===== src/rtl/regfile_wb_arbiter_if.sv =====
// Writeback bus between the two writeback sources (A = ALU pipe, B = load
// unit) and the register-file write port.
//
// Handshake: a source holds valid/addr/data stable until accepted; a transfer
// happens in the cycle where valid and ready are both 1. Ready is a function
// of the other side's request only, never of the source's own valid.
//
// The master modport is the source/register-file side. The slave modport is
// the arbiter.
interface regfile_wb_arbiter_if #(
    parameter int ADDR_WIDTH = 5,
    parameter int DATA_WIDTH = 32
);
    // Source A (ALU pipe) request channel
    logic                  a_valid_i;
    logic [ADDR_WIDTH-1:0] a_addr_i;
    logic [DATA_WIDTH-1:0] a_data_i;
    logic                  a_ready_o;

    // Source B (load unit) request channel
    logic                  b_valid_i;
    logic [ADDR_WIDTH-1:0] b_addr_i;
    logic [DATA_WIDTH-1:0] b_data_i;
    logic                  b_ready_o;

    // Registered register-file write port
    logic                  we_o;
    logic [ADDR_WIDTH-1:0] rw_o;
    logic [DATA_WIDTH-1:0] wdata_o;
    logic                  grant_b_o;

    // Live view of the starvation guard
    logic                  starved_o;

    modport master (
        output a_valid_i, a_addr_i, a_data_i,
        output b_valid_i, b_addr_i, b_data_i,
        input  a_ready_o, b_ready_o,
        input  we_o, rw_o, wdata_o, grant_b_o, starved_o
    );

    modport slave (
        input  a_valid_i, a_addr_i, a_data_i,
        input  b_valid_i, b_addr_i, b_data_i,
        output a_ready_o, b_ready_o,
        output we_o, rw_o, wdata_o, grant_b_o, starved_o
    );
endinterface


===== src/rtl/regfile_wb_arbiter.sv =====
// Writeback arbiter for a single register-file write port.
//
// Source A has fixed priority. Source B counts consecutive blocked cycles.
// Once that count reaches MAX_WAIT, B is forced through for one cycle and
// A is stalled. Under steady contention, B therefore wins 1 of every
// MAX_WAIT+1 cycles.
//
// The winning request is registered onto we/rw/wdata one cycle after
// acceptance. With ZERO_REG=1, writes to x0 are still accepted and consumed
// but never raise we_o, so x0 reads as zero.
//
// MAX_WAIT must be at least 1.
module regfile_wb_arbiter #(
    parameter int ADDR_WIDTH = 5,
    parameter int DATA_WIDTH = 32,
    parameter int MAX_WAIT   = 3,
    parameter int ZERO_REG   = 1
) (
    input  logic                 clk_i,
    input  logic                 rst_ni,
    regfile_wb_arbiter_if.slave  bus
);

    localparam int                CNT_W   = $clog2(MAX_WAIT + 1);
    localparam logic [CNT_W-1:0]  MAX_CNT = CNT_W'(MAX_WAIT);

    // Starvation bookkeeping for B
    logic [CNT_W-1:0]      wait_cnt;
    logic [CNT_W-1:0]      wait_cnt_next;
    logic                  starved;

    // Handshake decode
    logic                  a_ready;
    logic                  b_ready;
    logic                  a_accept;
    logic                  b_accept;
    logic                  accept;

    // Selected request heading for the write port
    logic [ADDR_WIDTH-1:0] sel_addr;
    logic [DATA_WIDTH-1:0] sel_data;
    logic                  drop_zero;

    // Registered write port
    logic                  we_q;
    logic [ADDR_WIDTH-1:0] rw_q;
    logic [DATA_WIDTH-1:0] wdata_q;
    logic                  grant_b_q;

    // Ready generation.
    // A is ready unless B is starved and asking.
    // B is ready when A is idle, or when B is starved.
    // Each ready looks only at the other side's valid, so at most one source
    // is accepted per cycle.
    always_comb begin
        starved  = (wait_cnt == MAX_CNT);
        a_ready  = !(starved && bus.b_valid_i);
        b_ready  = !bus.a_valid_i || starved;
        a_accept = bus.a_valid_i && a_ready;
        b_accept = bus.b_valid_i && b_ready;
        accept   = a_accept || b_accept;
    end

    // Select the accepted request, and flag x0 writes that must not reach we_o
    always_comb begin
        sel_addr = bus.a_addr_i;
        sel_data = bus.a_data_i;
        if (b_accept) begin
            sel_addr = bus.b_addr_i;
            sel_data = bus.b_data_i;
        end
        drop_zero = (ZERO_REG != 0) && (sel_addr == '0);
    end

    // Next wait count.
    // A served B clears it, a blocked B counts up and saturates,
    // and an idle B clears it.
    always_comb begin
        wait_cnt_next = wait_cnt;
        if (b_accept) begin
            wait_cnt_next = '0;
        end else if (bus.b_valid_i) begin
            if (wait_cnt != MAX_CNT) begin
                wait_cnt_next = wait_cnt + 1'b1;
            end
        end else begin
            wait_cnt_next = '0;
        end
    end

    // Wait counter register
    always_ff @(posedge clk_i or negedge rst_ni) begin
        if (!rst_ni) begin
            wait_cnt <= '0;
        end else begin
            wait_cnt <= wait_cnt_next;
        end
    end

    // Write-port register.
    // we pulses for one cycle per accepted, non-dropped write.
    // Address, data and grant source hold their values between writes.
    always_ff @(posedge clk_i or negedge rst_ni) begin
        if (!rst_ni) begin
            we_q      <= 1'b0;
            rw_q      <= '0;
            wdata_q   <= '0;
            grant_b_q <= 1'b0;
        end else begin
            we_q <= accept && !drop_zero;
            if (accept) begin
                rw_q      <= sel_addr;
                wdata_q   <= sel_data;
                grant_b_q <= b_accept;
            end
        end
    end

    assign bus.a_ready_o = a_ready;
    assign bus.b_ready_o = b_ready;
    assign bus.starved_o = starved;
    assign bus.we_o      = we_q;
    assign bus.rw_o      = rw_q;
    assign bus.wdata_o   = wdata_q;
    assign bus.grant_b_o = grant_b_q;

endmodule


===== src/flat_wrapper.sv =====
// flat-port wrapper written by rule: the top's interface ports become plain ports
module regfile_wb_arbiter_flat 
#(
    parameter int ADDR_WIDTH = 5,
    parameter int DATA_WIDTH = 32,
    parameter int MAX_WAIT   = 3,
    parameter int ZERO_REG   = 1
)
  (clk_i, rst_ni, bus_a_valid_i, bus_a_addr_i, bus_a_data_i, bus_b_valid_i, bus_b_addr_i, bus_b_data_i, bus_a_ready_o, bus_b_ready_o, bus_we_o, bus_rw_o, bus_wdata_o, bus_grant_b_o, bus_starved_o);
  regfile_wb_arbiter_if #(.ADDR_WIDTH(ADDR_WIDTH), .DATA_WIDTH(DATA_WIDTH)) bus_i ();
  input  logic clk_i;
  input  logic rst_ni;
  input wire logic [$bits(bus_i.a_valid_i)-1:0] bus_a_valid_i;
  input wire logic [$bits(bus_i.a_addr_i)-1:0] bus_a_addr_i;
  input wire logic [$bits(bus_i.a_data_i)-1:0] bus_a_data_i;
  input wire logic [$bits(bus_i.b_valid_i)-1:0] bus_b_valid_i;
  input wire logic [$bits(bus_i.b_addr_i)-1:0] bus_b_addr_i;
  input wire logic [$bits(bus_i.b_data_i)-1:0] bus_b_data_i;
  output wire logic [$bits(bus_i.a_ready_o)-1:0] bus_a_ready_o;
  output wire logic [$bits(bus_i.b_ready_o)-1:0] bus_b_ready_o;
  output wire logic [$bits(bus_i.we_o)-1:0] bus_we_o;
  output wire logic [$bits(bus_i.rw_o)-1:0] bus_rw_o;
  output wire logic [$bits(bus_i.wdata_o)-1:0] bus_wdata_o;
  output wire logic [$bits(bus_i.grant_b_o)-1:0] bus_grant_b_o;
  output wire logic [$bits(bus_i.starved_o)-1:0] bus_starved_o;
  assign bus_i.a_valid_i = bus_a_valid_i;
  assign bus_i.a_addr_i = bus_a_addr_i;
  assign bus_i.a_data_i = bus_a_data_i;
  assign bus_i.b_valid_i = bus_b_valid_i;
  assign bus_i.b_addr_i = bus_b_addr_i;
  assign bus_i.b_data_i = bus_b_data_i;
  assign bus_a_ready_o = bus_i.a_ready_o;
  assign bus_b_ready_o = bus_i.b_ready_o;
  assign bus_we_o = bus_i.we_o;
  assign bus_rw_o = bus_i.rw_o;
  assign bus_wdata_o = bus_i.wdata_o;
  assign bus_grant_b_o = bus_i.grant_b_o;
  assign bus_starved_o = bus_i.starved_o;
  regfile_wb_arbiter #(.ADDR_WIDTH(ADDR_WIDTH), .DATA_WIDTH(DATA_WIDTH), .MAX_WAIT(MAX_WAIT), .ZERO_REG(ZERO_REG)) u_core (.clk_i(clk_i), .rst_ni(rst_ni), .bus(bus_i));
endmodule

===== config.mk =====
export PLATFORM = sky130hd
export DESIGN_NAME = regfile_wb_arbiter_flat
export DESIGN_NICKNAME = d
export VERILOG_FILES = /design/src/rtl/regfile_wb_arbiter_if.sv /design/src/rtl/regfile_wb_arbiter.sv /design/src/flat_wrapper.sv
export SDC_FILE = /design/constraint.sdc
export NUM_CORES = 1
export LEC_CHECK = 0
export CAP_MARGIN = 20
export CORE_UTILIZATION = 30
export DETAILED_ROUTE_END_ITERATION = 7
export SYNTH_ARGS = -nofsm -noshare
export SYNTH_HDL_FRONTEND = slang
export SYNTH_SLANG_ARGS = --single-unit

===== constraint.sdc =====
create_clock -name clk_i -period 1.8 [get_ports clk_i]
set_clock_uncertainty 0.05 [all_clocks]
set_input_delay 0.45 -clock clk_i [delete_from_list [all_inputs] [get_ports clk_i]]
set_output_delay 0.45 -clock clk_i [all_outputs]
set_load 0.05 [all_outputs]

==> flow_metrics.env, run 1 <==
export IMPL_maxSlewHeadroom=0.698
export IMPL_cts_tree="yes"
export IMPL_crit_path_max_fanout=6
export IMPL_num_antenna_cells=0
export IMPL_finalSetupViolations=0
export IMPL_holdWs_ps=49.5
export IMPL_cap_violations=0
export IMPL_min_period_ps=1750
export IMPL_path_class="reg -> out"
export IMPL_postRouteAntennaNets=0
export IMPL_dieWidth_um=90.2
export IMPL_grt_ovfl_total=0
export IMPL_drt_initial_drc_count=55
export IMPL_hold_viol_final=0
export IMPL_seq_area_frac_synth=0.439
export IMPL_start_util=0.315
export IMPL_drv_slew=0
export IMPL_port_buffers=119
export IMPL_postCtsHoldBufs=0
export IMPL_core_um2=7410
export IMPL_finalInstanceArea_um2=3670
export IMPL_status="finished, final reports clean"
export IMPL_grt_pass1_vias=2337
export IMPL_drc=0
export IMPL_synth_cell_type_count=23
export IMPL_cp_end_kind="output port"
export IMPL_wl_mm=6.50
export IMPL_ir_drop_v=0.000368
export IMPL_tightest_slew_ps=453
export IMPL_rsz0062_at_grt="false"
export IMPL_drive_above_1_share=0.302
export IMPL_startpoint_type="flip-flop"
export IMPL_drt_wirelength_per_cell_um=14.8
export IMPL_netlist_area_um2=2340
export IMPL_fin_crit_sh=0.972
export IMPL_dp_hpwl_mm=4.54
export IMPL_post_dp_cell_area_um2=3530
export IMPL_worst_slack_ps=50.7
export IMPL_drt_first_pass_iters=4
export IMPL_fin_nets=419
export IMPL_vias=2170
export IMPL_clk_latency_ps=280
export IMPL_cts_sinks=41
export IMPL_yosys_warnings=0
export IMPL_fp_dieH_um=90.2
export IMPL_nFillCells=700
export IMPL_crit_buf_inv=1
export IMPL_power_leakage_nw=1.64
export IMPL_syn_num_nets=300
export IMPL_rows=31
export IMPL_design_die_area_um2=8140
export IMPL_viasPerCell=4.93
export IMPL_crit_chain="ha_4, nand2_2, buf_4"
export IMPL_power_density_nw_per_um2=736
export IMPL_cts_buffers=5
export IMPL_cts_root_buf="clkbuf_8"
export IMPL_routabilityCongestion=0.746
export IMPL_cpPeakStageDelay_ps=410
export IMPL_crit_slowest_cell="dfrtp_1"
export IMPL_reg2reg_slack_ps=220
export IMPL_grt_pass1_wl_mm=11.0
export IMPL_grt_max_degree=44
export IMPL_antenna_found_initial=0
export IMPL_hold_class="in -> async"
export IMPL_syn_to_final_growth_pct=57.0
export IMPL_postSynthAreaPerCell_um2=10.6
export IMPL_clock_fmax_mhz=572
export IMPL_pin_count=120
export IMPL_clk_pin_slew_worst_paths_ps=80
export IMPL_preCtsSetupSlack_ps=-51.0
export IMPL_grtUsageTotal=0.166
export IMPL_critPathTopFamily="flip-flops"
export IMPL_cp_arrival_ps=1250
export IMPL_h_tree_depth=2
export IMPL_critPathRequiredTime_ps=1300
export IMPL_synth_cells=221
export IMPL_ys_seq_elements=41
export IMPL_ctsLongestPathBuffers=2
==> power breakdown <==
group	total [mW]	leakage [nW]	switching, mW	internal [mW]
Combinational	0.982	1.12	0.539	0.443
Sequential	1.05	0.467	0.0489	1.00
Clock	0.667	0.0542	0.320	0.347
==> state kept, by name, summed over array words and instances (netlist names) <==
| register | cells |
|---|---|
| u_core.bus.we_o | 1 |
| u_core.bus.wdata_o | 32 |
| u_core.wait_cnt | 2 |
| u_core.bus.grant_b_o | 1 |
| u_core.bus.rw_o | 5 |
==> synth_stat cells <==
library cell | instances | share of area
buf_4 | 3 | 0.0096
dfrtp_1 | 41 | 0.44
clkbuf_1 | 4 | 0.0064
mux2_2 | 17 | 0.082
inv_1 | 32 | 0.051
ha_1 | 1 | 0.0054
o21a_1 | 1 | 0.0032
nor3b_1 | 1 | 0.0032
o21ai_1 | 1 | 0.0021
o22ai_1 | 37 | 0.099
nor2_1 | 11 | 0.018
mux2_4 | 17 | 0.11
buf_12 | 2 | 0.017
a21bo_2 | 1 | 0.0043
buf_2 | 8 | 0.017
a31oi_1 | 32 | 0.086
or4_1 | 2 | 0.0064
o211ai_1 | 1 | 0.0032
buf_6 | 3 | 0.014
nand2b_1 | 1 | 0.0027
and4b_1 | 1 | 0.0043
mux2_1 | 3 | 0.014
nand2_1 | 1 | 0.0016
==> final timing paths <==
check,cells after the start,to,from
worst max-delay path,3,bus_a_ready_o,u_core.wait_cnt[0]
worst min-delay path,1,u_core.bus.rw_o[4],rst_ni
worst max register to register,6,u_core.bus.wdata_o[19],u_core.wait_cnt[0]
worst min register to register,1,u_core.bus.grant_b_o,u_core.bus.grant_b_o
max in group asynchronous,2,u_core.bus.wdata_o[10],rst_ni
min in group clk_i,1,u_core.bus.grant_b_o,u_core.bus.grant_b_o
==> final cells by class <==
type | count | area, um^2 | share of cell area
Clock buffer | 7 | 96.3 | 0.0263
Clock inverter | 1 | 5.00 | 0.00136
Inverter | 32 | 120 | 0.0327
Timing Repair Buffer | 132 | 1240 | 0.337
Tap cell | 99 | 124 | 0.0338
Sequential cell | 41 | 1030 | 0.280
Multi-Input combinational cell | 128 | 1060 | 0.289
==> metal layers <==
layer | vias up | GRT usage | part of all wire
met2 | 70 | 0.283 | 0.48
met4 | 0 | 0.0390 | 0.0091
met1 | 1045 | 0.215 | 0.46
li1 | 1048 | - | -
met5 | - | 0 | 0
met3 | 7 | 0.0347 | 0.054
==> layout by cell type, fill, tap and decap left out, drive strengths merged <==
cell / instances
dfrtp: 41
a31oi: 32
and4b: 1
mux2: 37
nor2: 11
inv: 32
buf: 57
or4: 2
o22ai: 37
o21a: 1
ha: 1
clkbuf: 7
clkdlybuf4s50: 75
a21bo: 1
nand2b: 1
o211ai: 1
clkinv: 1
nor3b: 1
nand2: 1
o21ai: 1
==> per-stage QoR <==
stage / util / std cells / power (mW) / TNS [ps]
final: 0.495 / 440 / 2.70 / 0
after global routing: 0.495 / 440 / 2.84 / 0
after CTS: 0.495 / 440 / 2.74 / 0
after detailed placement: 0.476 / 429 / 2.05 / -619
after global placement: 0.476 / 429 / 2.04 / -108
after floorplan: - / 221 / 1.65 / 0
==> worst reg2reg max path: stages (launching register included) <==
cell	delay, ps
dfrtp_1	410
ha_4	190
buf_4	150
a21bo_2	220
buf_4	190
o22ai_1	170
a31oi_1	60
==> repair_timing <==
| item | CTS | global route |
|---|---|---|
| gates cloned | 0 | 0 |
| setup buffers | 3 | 0 |
| resized for setup | 1 | 1 |
| endpoints found under the setup margin | 2 | 1 |
| pin swaps | 1 | 0 |
==> kinds of logic after synthesis <==
| logic type | after synthesis | synth area share |
|---|---|---|
| compound gates | 73 | 0.198 |
| simple gates | 17 | 0.0359 |
| mux | 37 | 0.206 |
| flops | 41 | 0.439 |
| buf+inv | 52 | 0.116 |
| fa+ha+maj | 1 | 0.00536 |
Power figures use the tool's default switching activity.
==> run 2: changes to the inputs <==
--- a/config.mk
+++ b/config.mk
@@ -7,7 +7,10 @@
 export LEC_CHECK = 0
 export CAP_MARGIN = 20
 export CORE_UTILIZATION = 30
+export CTS_CLUSTER_DIAMETER = 30
 export DETAILED_ROUTE_END_ITERATION = 7
+export PLACE_DENSITY = 0.66
+export SKIP_LAST_GASP = 1
 export SYNTH_ARGS = -nofsm -noshare
 export SYNTH_HDL_FRONTEND = slang
 export SYNTH_SLANG_ARGS = --single-unit
==> run 2 against run 1 <==
Compared with the run above: non-clock buffer count unchanged; total power decreased by 2.2%; core utilization unchanged; register-to-register slack improved by 20 ps; sequential share of layout area unchanged; critical path depth unchanged; critical endpoint is now bus_b_ready_o; largest power group unchanged.
==> flow_metrics.env, run 2 (synthesis gave the netlist of run 1 again) <==
export IMPL_status="finished, final reports clean"
export IMPL_dp_hpwl_mm=4.66
export IMPL_cts_root_buf="clkbuf_8"
export IMPL_drive_above_1_share=0.297
export IMPL_top_usage_layer="met2"
export IMPL_maxSlewHeadroom=0.663
export IMPL_dieWidth_um=90.2
export IMPL_cts_buffers=5
export IMPL_ctsLongestPathBuffers=2
export IMPL_fp_dieH_um=90.2
export IMPL_hold_class="in -> async"
export IMPL_power_total_mw=2.64
export IMPL_finalSetupViolations=0
export IMPL_cp_end_kind="output port"
export IMPL_grt_pass1_wl_mm=10.9
export IMPL_switching_share=0.336
export IMPL_design_die_area_um2=8140
export IMPL_pin_count=120
export IMPL_nFillCells=697
export IMPL_fin_crit_sh=0.959
export IMPL_rsz0062_at_grt="false"
export IMPL_grtUsageTotal=0.164
export IMPL_clock_power_share=0.229
export IMPL_hold_viol_final=0
export IMPL_num_antenna_cells=0
export IMPL_cts_tree="yes"
export IMPL_drv_slew=0
export IMPL_min_period_ps=1730
export IMPL_rows=31
export IMPL_holdWs_ps=67.0
export IMPL_wl_mm=6.48
export IMPL_fin_setup_tns_ps=0
export IMPL_cts_sinks=41
export IMPL_placed_cells=431
export IMPL_start_util=0.315
export IMPL_vias=2158
export IMPL_met2_usage=0.274
export IMPL_layout_commonest_cell="clkdlybuf4s50_1"
export IMPL_critPathRequiredTime_ps=1300
export IMPL_grt_max_degree=43
export IMPL_h_tree_depth=2
export IMPL_drt_first_pass_iters=4
export IMPL_crit_path_max_fanout=6
export IMPL_antenna_found_initial=0
export IMPL_clk_pin_slew_worst_paths_ps=80
export IMPL_power_density_nw_per_um2=720
export IMPL_p_int_mw=1.75
export IMPL_cap_violations=0
export IMPL_postRouteAntennaNets=0
export IMPL_largest_reg_flops=32
export IMPL_cp_arrival_ps=1230
export IMPL_layout_common_cells="clkdlybuf4s50_1, buf_4, dfrtp_1"
export IMPL_final_cells=439
export IMPL_grt_ovfl_total=0
export IMPL_routabilityCongestion=0.749
export IMPL_power_leakage_nw=1.64
export IMPL_grt_pass1_vias=2204
export IMPL_seq_power_share=0.399
export IMPL_grtUsageMet1=0.213
export IMPL_path_class="reg -> out"
export IMPL_port_buffers=119
export IMPL_drt_wirelength_per_cell_um=14.8
export IMPL_switchingPower_mw=0.888
export IMPL_viasPerCell=4.92
export IMPL_core_um2=7410
export IMPL_startpoint_type="flip-flop"
export IMPL_fin_nets=419
export IMPL_p_comb_frac=0.372
export IMPL_grtUsageMet3=0.0364
export IMPL_ir_drop_v=0.000320
export IMPL_drt_initial_drc_count=74
export IMPL_tightest_slew_ps=505
export IMPL_drc=0
export IMPL_clk_latency_ps=290
export IMPL_syn_to_final_growth_pct=57.0
export IMPL_clock_fmax_mhz=579
## run 2: cell count changes in the layout (fill, tap and decap cells not counted), sizes merged
cell           previous run  this run
clkinv                    1         0
dlymetal6s2s              0         1
clkdlybuf4s50            75        74
## run 2: per-stage QoR
stage | util | cell area [um^2] | worst slack (ps)
CTS | 0.495 | 3670 | 43.0
finish | 0.495 | 3670 | 73.4
floorplan | - | 2340 | 137
detailed placement | 0.480 | 3560 | -46.6
global route | 0.495 | 3670 | 11.5
global placement | 0.480 | 3560 | -28.2
## run 2: layout make-up
type | count | area [um^2] | area share
Clock buffer | 7 | 86.3 | 0.0235
Tap cell | 99 | 124 | 0.0338
Inverter | 32 | 120 | 0.0327
Timing Repair Buffer | 132 | 1250 | 0.341
Sequential cell | 41 | 1030 | 0.280
Multi-Input combinational cell | 128 | 1060 | 0.289
## run 2: routing by layer
metal | wire, um | share of wire | vias to the layer above
met5 | 0 | 0 | -
met4 | 67 | 0.010 | 0
met3 | 334 | 0.052 | 8
met2 | 3140 | 0.49 | 74
met1 | 2930 | 0.45 | 1035
li1 | - | - | 1041
## run 2: what timing repair did
item | in CTS | in global routing
setup buffers | 1 | 0
setup endpoints to repair | 1 | 1
hold buffers | 0 | 0
pin swaps | 1 | 0
gates resized for setup | 2 | 1
## run 2: power groups by stage
stage               Sequential (mW)  Clock [mW]  Combinational [mW]
finish                         1.05       0.604               0.983
global route                   1.07       0.679                1.04
CTS                            1.06       0.634               0.989
detailed placement             1.07           0               0.986
global placement               1.07           0               0.975
floorplan                      1.36           0               0.296
## run 2: worst max-delay path: stages, from the launching register on
cell	delay [ps]
dfrtp_1	420
ha_4	200
nand2b_4	160
buf_12	150
## run 2: worst paths after layout
check	endpoint	from	slack, ps	cells after the start
min in group clk_i	u_core.bus.grant_b_o	u_core.bus.grant_b_o	440	1
max	bus_b_ready_o	u_core.wait_cnt[0]	70	3
max reg2reg	u_core.bus.wdata_o[8]	u_core.wait_cnt[0]	240	6
max in group asynchronous	u_core.bus.wdata_o[12]	rst_ni	1130	2
min	u_core.bus.rw_o[3]	rst_ni	70	1
min reg2reg	u_core.bus.grant_b_o	u_core.bus.grant_b_o	440	1
==> run 3: changes to the inputs <==
--- a/config.mk
+++ b/config.mk
@@ -10,7 +10,6 @@
 export CTS_CLUSTER_DIAMETER = 30
 export DETAILED_ROUTE_END_ITERATION = 7
 export PLACE_DENSITY = 0.66
-export SKIP_LAST_GASP = 1
 export SYNTH_ARGS = -nofsm -noshare
 export SYNTH_HDL_FRONTEND = slang
 export SYNTH_SLANG_ARGS = --single-unit
==> results of run 3 <==
No change in the layout: final DEF, timing and power equal those of run 2.
